--- config.mk ---
export PLATFORM = sky130hd
export DESIGN_NAME = mux_sel_scanner
export DESIGN_NICKNAME = d
export VERILOG_FILES = /design/src/rtl/mux_scan_pkg.sv /design/src/rtl/mux_scan_next_ch.sv /design/src/rtl/mux_sel_scanner.sv
export SDC_FILE = /design/constraint.sdc
export NUM_CORES = 1
export LEC_CHECK = 0
export CORE_MARGIN = 1.5
export CORE_UTILIZATION = 53
export DETAILED_ROUTE_END_ITERATION = 7
export PLACE_DENSITY_LB_ADDON = 0.3
export SYNTH_ARGS = -nofsm -noshare
export SYNTH_HDL_FRONTEND = slang
export SYNTH_SLANG_ARGS = --single-unit
--- constraint.sdc ---
create_clock -name CLK -period 2.5 [get_ports CLK]
set_clock_uncertainty 0.2 [all_clocks]
set_input_delay 0.25 -clock CLK [delete_from_list [all_inputs] [get_ports CLK]]
set_output_delay 0.25 -clock CLK [all_outputs]
set_load 0.005 [all_outputs]
--- src/rtl/mux_scan_pkg.sv ---
// mux_scan_pkg: shared types and constants for the 4:1 mux select scanner.
//   NUM_CH    - number of mux input channels
//   SEL_W     - width of the mux select {S1,S0}
//   state_t   - scanner FSM states
//   ch_mask_t - one bit per channel (enable mask / sampled word)
package mux_scan_pkg;

  localparam int unsigned NUM_CH = 4;
  localparam int unsigned SEL_W  = 2;

  typedef enum logic {
    IDLE  = 1'b0,
    DWELL = 1'b1
  } state_t;

  typedef logic [NUM_CH-1:0] ch_mask_t;

endpackage

--- src/rtl/mux_scan_next_ch.sv ---
// mux_scan_next_ch: combinational channel picker for the scanner.
// Ports:
//   start - 1: return the lowest enabled channel; 0: return the lowest
//           enabled channel strictly above cur
//   mask  - channel enable mask
//   cur   - current channel
//   nxt   - selected channel (0 when none found)
//   found - a qualifying enabled channel exists
module mux_scan_next_ch
  import mux_scan_pkg::*;
(
  input  logic             start,
  input  ch_mask_t         mask,
  input  logic [SEL_W-1:0] cur,
  output logic [SEL_W-1:0] nxt,
  output logic             found
);

  always_comb begin
    nxt   = '0;
    found = 1'b0;
    for (int unsigned i = 0; i < NUM_CH; i++) begin
      if (!found && mask[i] && (start || (i > 32'(cur)))) begin
        nxt   = SEL_W'(i);
        found = 1'b1;
      end
    end
  end

endmodule

--- src/rtl/mux_sel_scanner.sv ---
// mux_sel_scanner: drives the select lines of a downstream 4:1 mux, stepping
// in ascending order through the enabled channels, holding each select for
// DWELL cycles and sampling MUX_OUT on the last one. A complete scan is
// published atomically on SAMPLE with a one-cycle SAMPLE_VLD strobe.
// Parameters:
//   DWELL - cycles the select is held per channel (1..2**CNT_W)
//   CNT_W - width of the dwell down-counter
// Ports:
//   CLK        - clock, rising edge
//   RST        - synchronous active-high reset
//   EN         - scan enable; dropping it mid-scan aborts the scan
//   CH_EN[3:0] - channel enable mask, latched at scan start
//   MUX_OUT    - output of the downstream mux
//   S1, S0     - mux select
//   SAMPLE     - last completed scan result, bit n = channel n
//   SAMPLE_VLD - one-cycle pulse when SAMPLE updates
//   BUSY       - scan in progress
//   CHG        - pulses with SAMPLE_VLD when SAMPLE changed value
// Optional: define MUX_SCAN_CHANGE_DETECT_EN to build the change detector;
// otherwise CHG is tied low.
module mux_sel_scanner
  import mux_scan_pkg::*;
#(
  parameter int unsigned DWELL = 4,
  parameter int unsigned CNT_W = 8
) (
  input  logic       CLK,
  input  logic       RST,
  input  logic       EN,
  input  logic [3:0] CH_EN,
  input  logic       MUX_OUT,
  output logic       S1,
  output logic       S0,
  output logic [3:0] SAMPLE,
  output logic       SAMPLE_VLD,
  output logic       BUSY,
  output logic       CHG
);

  localparam logic [CNT_W-1:0] RELOAD = CNT_W'(DWELL - 1);

  state_t           state, state_n;
  logic [SEL_W-1:0] sel, sel_n;
  logic [CNT_W-1:0] cnt, cnt_n;
  ch_mask_t         mask, mask_n;
  ch_mask_t         shadow, shadow_n;
  ch_mask_t         sample, sample_n;
  ch_mask_t         captured;
  logic             vld, vld_n;
  logic             idle;
  logic [SEL_W-1:0] nxt_ch;
  logic             nxt_found;

  assign idle = (state == IDLE);

  // In IDLE the picker looks at the live mask to find the first channel;
  // during a scan it walks the mask latched at scan start.
  mux_scan_next_ch u_next_ch (
    .start (idle),
    .mask  (idle ? CH_EN : mask),
    .cur   (sel),
    .nxt   (nxt_ch),
    .found (nxt_found)
  );

  always_comb begin
    state_n  = state;
    sel_n    = sel;
    cnt_n    = cnt;
    mask_n   = mask;
    shadow_n = shadow;
    sample_n = sample;
    vld_n    = 1'b0;
    captured = shadow;
    captured[sel] = MUX_OUT;

    case (state)
      IDLE: begin
        if (EN && (CH_EN != '0)) begin
          mask_n   = CH_EN;
          shadow_n = '0;
          sel_n    = nxt_ch;
          cnt_n    = RELOAD;
          state_n  = mux_scan_pkg::DWELL;
        end
      end
      default: begin
        if (!EN) begin
          // abort: partial results dropped, SAMPLE untouched
          state_n  = IDLE;
          shadow_n = '0;
          sel_n    = '0;
          cnt_n    = '0;
        end else if (cnt != '0) begin
          cnt_n = cnt - CNT_W'(1);
        end else begin
          shadow_n = captured;
          if (nxt_found) begin
            sel_n = nxt_ch;
            cnt_n = RELOAD;
          end else begin
            sample_n = captured;
            vld_n    = 1'b1;
            state_n  = IDLE;
          end
        end
      end
    endcase
  end

  always_ff @(posedge CLK) begin
    if (RST) begin
      state  <= IDLE;
      sel    <= '0;
      cnt    <= '0;
      mask   <= '0;
      shadow <= '0;
      sample <= '0;
      vld    <= 1'b0;
    end else begin
      state  <= state_n;
      sel    <= sel_n;
      cnt    <= cnt_n;
      mask   <= mask_n;
      shadow <= shadow_n;
      sample <= sample_n;
      vld    <= vld_n;
    end
  end

`ifdef MUX_SCAN_CHANGE_DETECT_EN
  logic chg;

  // compared against the outgoing SAMPLE, which is 0000 after reset
  always_ff @(posedge CLK) begin
    if (RST) chg <= 1'b0;
    else     chg <= vld_n && (captured != sample);
  end

  assign CHG = chg;
`else
  assign CHG = 1'b0;
`endif

  assign {S1, S0}   = sel;
  assign SAMPLE     = sample;
  assign SAMPLE_VLD = vld;
  assign BUSY       = ~idle;

endmodule

# Word level (Yosys, flattened, before mapping)
# Index checks and enable logic that the tools add are counted.
[totals]
output_inout_bits = 9
word_cells = 75
inputBits = 8
regBits = 24
[op_classes]
n_mux = 31
eq_ne = 3
reduce_logical = 24
bitwise = 4
magnitude_cmp = 5
addsub = 1
[ops]
columns = ["cell", "count"]
rows = [
  ["2-to-1 mux 8 bit", 5],
  ["2-to-1 mux 4 bit", 5],
  ["2-to-1 mux 2 bit", 7],
  ["2-to-1 mux 1 bit", 12],
  ["logical AND 1 bit", 9],
  ["nonzero test 8 bit", 1],
  ["subtractor 8 x 1 -> 8 bit (second input constant)", 1],
  ["AND reduction 2 bit", 3],
  ["bitwise mux 4 bit", 1],
  ["greater-than comparator 2 bit (first input constant)", 2],
  ["!= test 4 x 2 -> 1 bit (second input constant)", 1],
  ["NOT 1 bit", 4],
  ["AND reduction 4 bit", 1],
  ["nonzero test 4 bit", 1],
  ["OR reduction 4 bit", 1],
  ["logical NOT 1 bit", 3],
  ["logical OR 1 bit", 3],
  ["< comparator 2 x 3 -> 1 bit (second input constant)", 1],
  ["!= test 3 x 2 -> 1 bit (second input constant)", 1],
  ["!= test 3 bit (second input constant)", 1],
  ["AND reduction 3 bit", 1],
  ["demux 1 bit (select 2 bit)", 1],
  [">= comparator 2 x 1 -> 1 bit (second input constant)", 1],
  ["greater-than comparator 1 x 2 -> 1 bit (first input constant)", 1],
  ["nonzero test 2 bit", 1],
]

# Logic depth before layout (Yosys ltp)
[logic_depth]
ltp_word = 19
mapped_depth = 7
ltp_nobuf = 6

# Modules after synthesis
# A second synthesis with hierarchy kept.
[unflattened]
cells_unflattened = 159
area_unflattened_um2 = 1313.8
[by_module_without_submodules]
columns = ["module", "cells_each", "instances", "area_per_inst_um2", "seq_area_each_um2"]
rows = [
  ["mux_sel_scanner", 145, 1, 1226.2, 480.5],
  ["mux_scan_next_ch", 14, 1, 87.6, 0.0],
]

# Worst setup path after synthesis
# No wires, ideal clock.
[synth_timing]
path_kind = "register -> register"
from = "register state, in the netlist BUSY"
to = "register state, in the netlist BUSY"
n_path_buf = 1
slack_ns = 0.531
period_less_slack_ns = 1.969
setup_time_ns = 0.128
required_ns = 2.172
path_stages_with_launch = 6
arrival_time_ns = 1.641
path_cell_list = "dfxtp_1 > buf_2 > mux2_2 > nor4_1 > o21ba_2 > nor2_1"
[synth_via]
elab_chain_cells = 19
elab_cells_between_ends = 23
cone_classes = "mux (9); bitwise (1); reduce/logical (13)"
[synth_rtl]
columns = ["item", "line_no", "text"]
rows = [
  ["from (decl)", "mux_sel_scanner.sv:42", "state_t state, state_n;"],
  ["from (signal assigned)", "mux_sel_scanner.sv:121", "state <= state_n;"],
  ["2-to-1 mux 4 bit or NOT 1 bit (tied branches)", "-", ""],
  ["logical AND 1 bit", "mux_scan_next_ch.sv:23", "if (!found && mask[i] && (start || (i > 32'(cur)))) begin"],
  ["2-to-1 mux 1 bit", "mux_scan_next_ch.sv:23", ""],
  ["logical NOT 1 bit", "mux_scan_next_ch.sv:23", ""],
  ["logical AND 1 bit (2 in series)", "mux_scan_next_ch.sv:23", ""],
  ["2-to-1 mux 1 bit", "mux_scan_next_ch.sv:23", ""],
  ["logical NOT 1 bit", "mux_scan_next_ch.sv:23", ""],
  ["logical AND 1 bit (2 in series)", "mux_scan_next_ch.sv:23", ""],
  ["2-to-1 mux 1 bit", "mux_scan_next_ch.sv:23", ""],
  ["logical NOT 1 bit", "mux_scan_next_ch.sv:23", ""],
  ["logical AND 1 bit (2 in series)", "mux_scan_next_ch.sv:23", ""],
  ["2-to-1 mux 1 bit", "mux_scan_next_ch.sv:23", ""],
  ["2-to-1 mux 1 bit", "mux_sel_scanner.sv:98", "if (nxt_found) begin"],
  ["2-to-1 mux 1 bit", "mux_sel_scanner.sv:94", "end else if (cnt != '0) begin"],
  ["2-to-1 mux 1 bit", "mux_sel_scanner.sv:88", "if (!EN) begin"],
  ["2-to-1 mux 1 bit (*)", "mux_sel_scanner.sv:77", "case (state)"],
]
# Every way passes the cells marked *; elsewhere a longest branch is shown, timed or not.
# A chain may end at the register's enable or synchronous reset.

# Worst setup path after layout
[layout_timing]
from = "register state, in the netlist BUSY"
to = "register sample[0], in the netlist SAMPLE[0]"
[layout_via]
elab_chain_cells = 17
elab_cells_between_ends = 21
cone_classes = "mux (5); bitwise (2); reduce/logical (14)"
[layout_rtl]
columns = ["item", "line_no", "text"]
rows = [
  ["2-to-1 mux 4 bit or NOT 1 bit (tied branches)", "-", ""],
  ["logical AND 1 bit", "mux_scan_next_ch.sv:23", ""],
  ["2-to-1 mux 1 bit", "mux_scan_next_ch.sv:23", ""],
  ["logical NOT 1 bit", "mux_scan_next_ch.sv:23", ""],
  ["logical AND 1 bit (2 in series)", "mux_scan_next_ch.sv:23", ""],
  ["2-to-1 mux 1 bit", "mux_scan_next_ch.sv:23", ""],
  ["logical NOT 1 bit", "mux_scan_next_ch.sv:23", ""],
  ["logical AND 1 bit (2 in series)", "mux_scan_next_ch.sv:23", ""],
  ["2-to-1 mux 1 bit", "mux_scan_next_ch.sv:23", ""],
  ["logical NOT 1 bit", "mux_scan_next_ch.sv:23", ""],
  ["logical AND 1 bit (2 in series)", "mux_scan_next_ch.sv:23", ""],
  ["2-to-1 mux 1 bit", "mux_scan_next_ch.sv:23", ""],
  ["NOT 1 bit (no source line)", "-", ""],
  ["AND reduction 4 bit (no source line) (*)", "-", ""],
  ["to (signal assigned)", "mux_sel_scanner.sv:126", "sample <= sample_n;"],
  ["to (decl)", "mux_sel_scanner.sv:47", "ch_mask_t sample, sample_n;"],
]
# Marked as above.

==> flow_summary.ini <==
[clock_tree]
clkTransAtPathRegs_ns = 0.13
clock_latency_ns = 0.31
root_buffer = clkbuf_4
cts_sinks = 23
cts_made_buffers = 3
cts_buffer_depth = 2
postCtsHoldBufs = 0
cts_tree = yes
htreeDepth = 1
cts_resized = 0
cts_setup_buffers = 0

[floorplan]
pin_count = 17
start_util_pct = 58.5
dieHeight_microns = 50.5
core_area_sq_um = 2040
dieArea_sq_um = 2550
row_count = 16
fp.dieW_microns = 50.5

[power_and_ir_drop]
peakVddDrop_v = 0.000420
p_leak_nw = 0.514
powerDensity_nw_per_um2 = 548

[placed_design]
port-buffer-count = 15
gp_congestion = 0.939
place_area_sq_um = 1350
dp_hpwl_mm = 1.98

[setup_path]
cp-end-kind = register
path_cells = nand2_1 -> nor3b_1 -> nand3_1 -> a22oi_1 -> nor2_1
crit_buf_inv = 0
crit_fanout = 14
critPathTopFamily = simple AND/OR/NAND/NOR gates
crit_required_ns = 2.47
crit_path_top_delay_cell = dfxtp_1
start_kind = register
cpPeakStageDelay_ns = 0.63
arrival_ns = 2.14
worstSetupPathType = reg2reg

[logic_synthesis]
syn_avg_cell_area_sq_um = 8.35
synth_nets = 153
synth-seq-cells = 23
post_synth_num_cell_types = 43
netlist_area_sq_um = 1190
synthCells = 143
synth_edf_count = 0
synthFlopType = dfxtp_1
yosys_warnings = 0
ys_seq_area_share_pct = 38.6
synth_async_sr_flop_share_pct = 0

[timing]
fmax_mhz = 461
setup_viol_count_final = 0
finalSetupTns_ns = 0
whs_ns = 0.294
fin_crit_ns = 2.17
fin_crit_sh_pct = 86.9
hold_violations = 0
worst_pin_slew_ns = 0.678
relSlewSlack_pct = 54.6
drv_slew = 0
grt_setup_unrepaired = no

[worst_hold_path]
hp-class = reg2reg

[routing]
wl_per_cell_microns = 14.8
drtPass1Iterations = 4
num_vias = 1103
drt_wl_total_mm = 2.76
ant_nets = 0
drcViolationCount = 0
viasPerCell = 5.93
drtIter0Drc = 47

[global_route]
grt_max_degree = 18
grt_first_pass_wirelength_mm = 4.75
grt.total_usage_pct = 24.2
first_global_vias = 1010
grt_overflow_total = 0
antenna_found_initial = 0

[run]
cap_violations = 0

[layout]
final_area_sq_um = 1380
layout.nets = 170
mostFrequentLayoutCells = 23 x dfxtp_1, 20 x nor2_1, 15 x clkdlybuf4s50_1, 14 x a21oi_1, 9 x nand3_1
synthToLayoutAreaGrowth_pct = 15.7
diodes = 0
post-route-util_pct = 67.6
final_common_cell = dfxtp_1
layout-drive-gt1-share_pct = 10.1

[run_status]
run_status = finished, final reports clean
state kept, by name, indices dropped and copies added, names as in the netlist:
register	count
BUSY	1
shadow	4
sel	2
SAMPLE_VLD	1
mask	3
cnt	8
SAMPLE	4
Yosys cell counts, types with 2 or more instances:
cell type | n | area [sq um]
dfxtp_1 | 23 | 460
nor2_1 | 20 | 75.1
a21oi_1 | 14 | 70.1
nand3_1 | 9 | 45.0
o21ai_0 | 8 | 40.0
mux2i_1 | 7 | 70.1
inv_1 | 6 | 22.5
nand2_1 | 6 | 22.5
or3_1 | 6 | 37.5
a22oi_1 | 4 | 30.0
buf_6 | 3 | 33.8
a31oi_1 | 2 | 12.5
ha_1 | 2 | 25.0
nor2b_1 | 2 | 12.5
nor3_1 | 2 | 10.0
nor4_1 | 2 | 12.5
routing by layer:
| metal | global-route usage [%] | wire, microns | share of wire (%) |
|---|---|---|---|
| met5 | 0 | 0 | 0 |
| met3 | 4.17 | 135 | 4.9 |
| met2 | 43.6 | 1410 | 51 |
| met1 | 30.4 | 1190 | 43 |
| met4 | 4.50 | 23 | 0.83 |
cell families after synthesis:
group | synth area share, %
compound gates | 20.9
fa+ha+maj | 2.10
buf+inv | 6.39
flops | 38.6
mux | 6.81
other cells | 0.314
simple gates | 24.9
per-stage QoR:
| step | worst slack, ns | instances | power (mW) |
|---|---|---|---|
| after floorplan | 0.531 | 143 | 0.538 |
| after global placement | 0.207 | 182 | 0.579 |
| after detailed placement | 0.154 | 182 | 0.586 |
| after CTS | 0.375 | 186 | 0.756 |
| after global routing | 0.108 | 186 | 0.794 |
| final | 0.329 | 186 | 0.757 |
cell type report:
| cell class | instances | area (sq um) |
|---|---|---|
| Inverter | 6 | 22.5 |
| Tap cell | 27 | 33.8 |
| Timing Repair Buffer | 19 | 180 |
| Fill cell | 174 | 661 |
| Multi-Input combinational cell | 107 | 657 |
| Sequential cell | 23 | 460 |
| Clock inverter | 1 | 5.00 |
| Clock buffer | 3 | 22.5 |
worst paths after layout:
kind	startpoint	to	slack (ns)	cells after the start
setup / recovery	BUSY	SAMPLE[0]	0.33	5
hold reg to reg	cnt[7]	cnt[7]	0.29	2
hold / removal	cnt[7]	cnt[7]	0.29	2
setup reg to reg	BUSY	SAMPLE[0]	0.33	5
power breakdown:
| part | internal, mW | switching, mW |
|---|---|---|
| clock | 0.0598 | 0.115 |
| combinational | 0.0829 | 0.0897 |
| sequential | 0.386 | 0.0237 |
worst min-delay path, delay by kind of cell (launching register included):
kind | cells | cell delay, ns
flip-flops | 1 | 0.35
AND/OR/NAND/NOR | 1 | 0.06
AO/OA/AOI/OAI | 1 | 0.05
No activity file was read; power rests on OpenSTA's default activity.
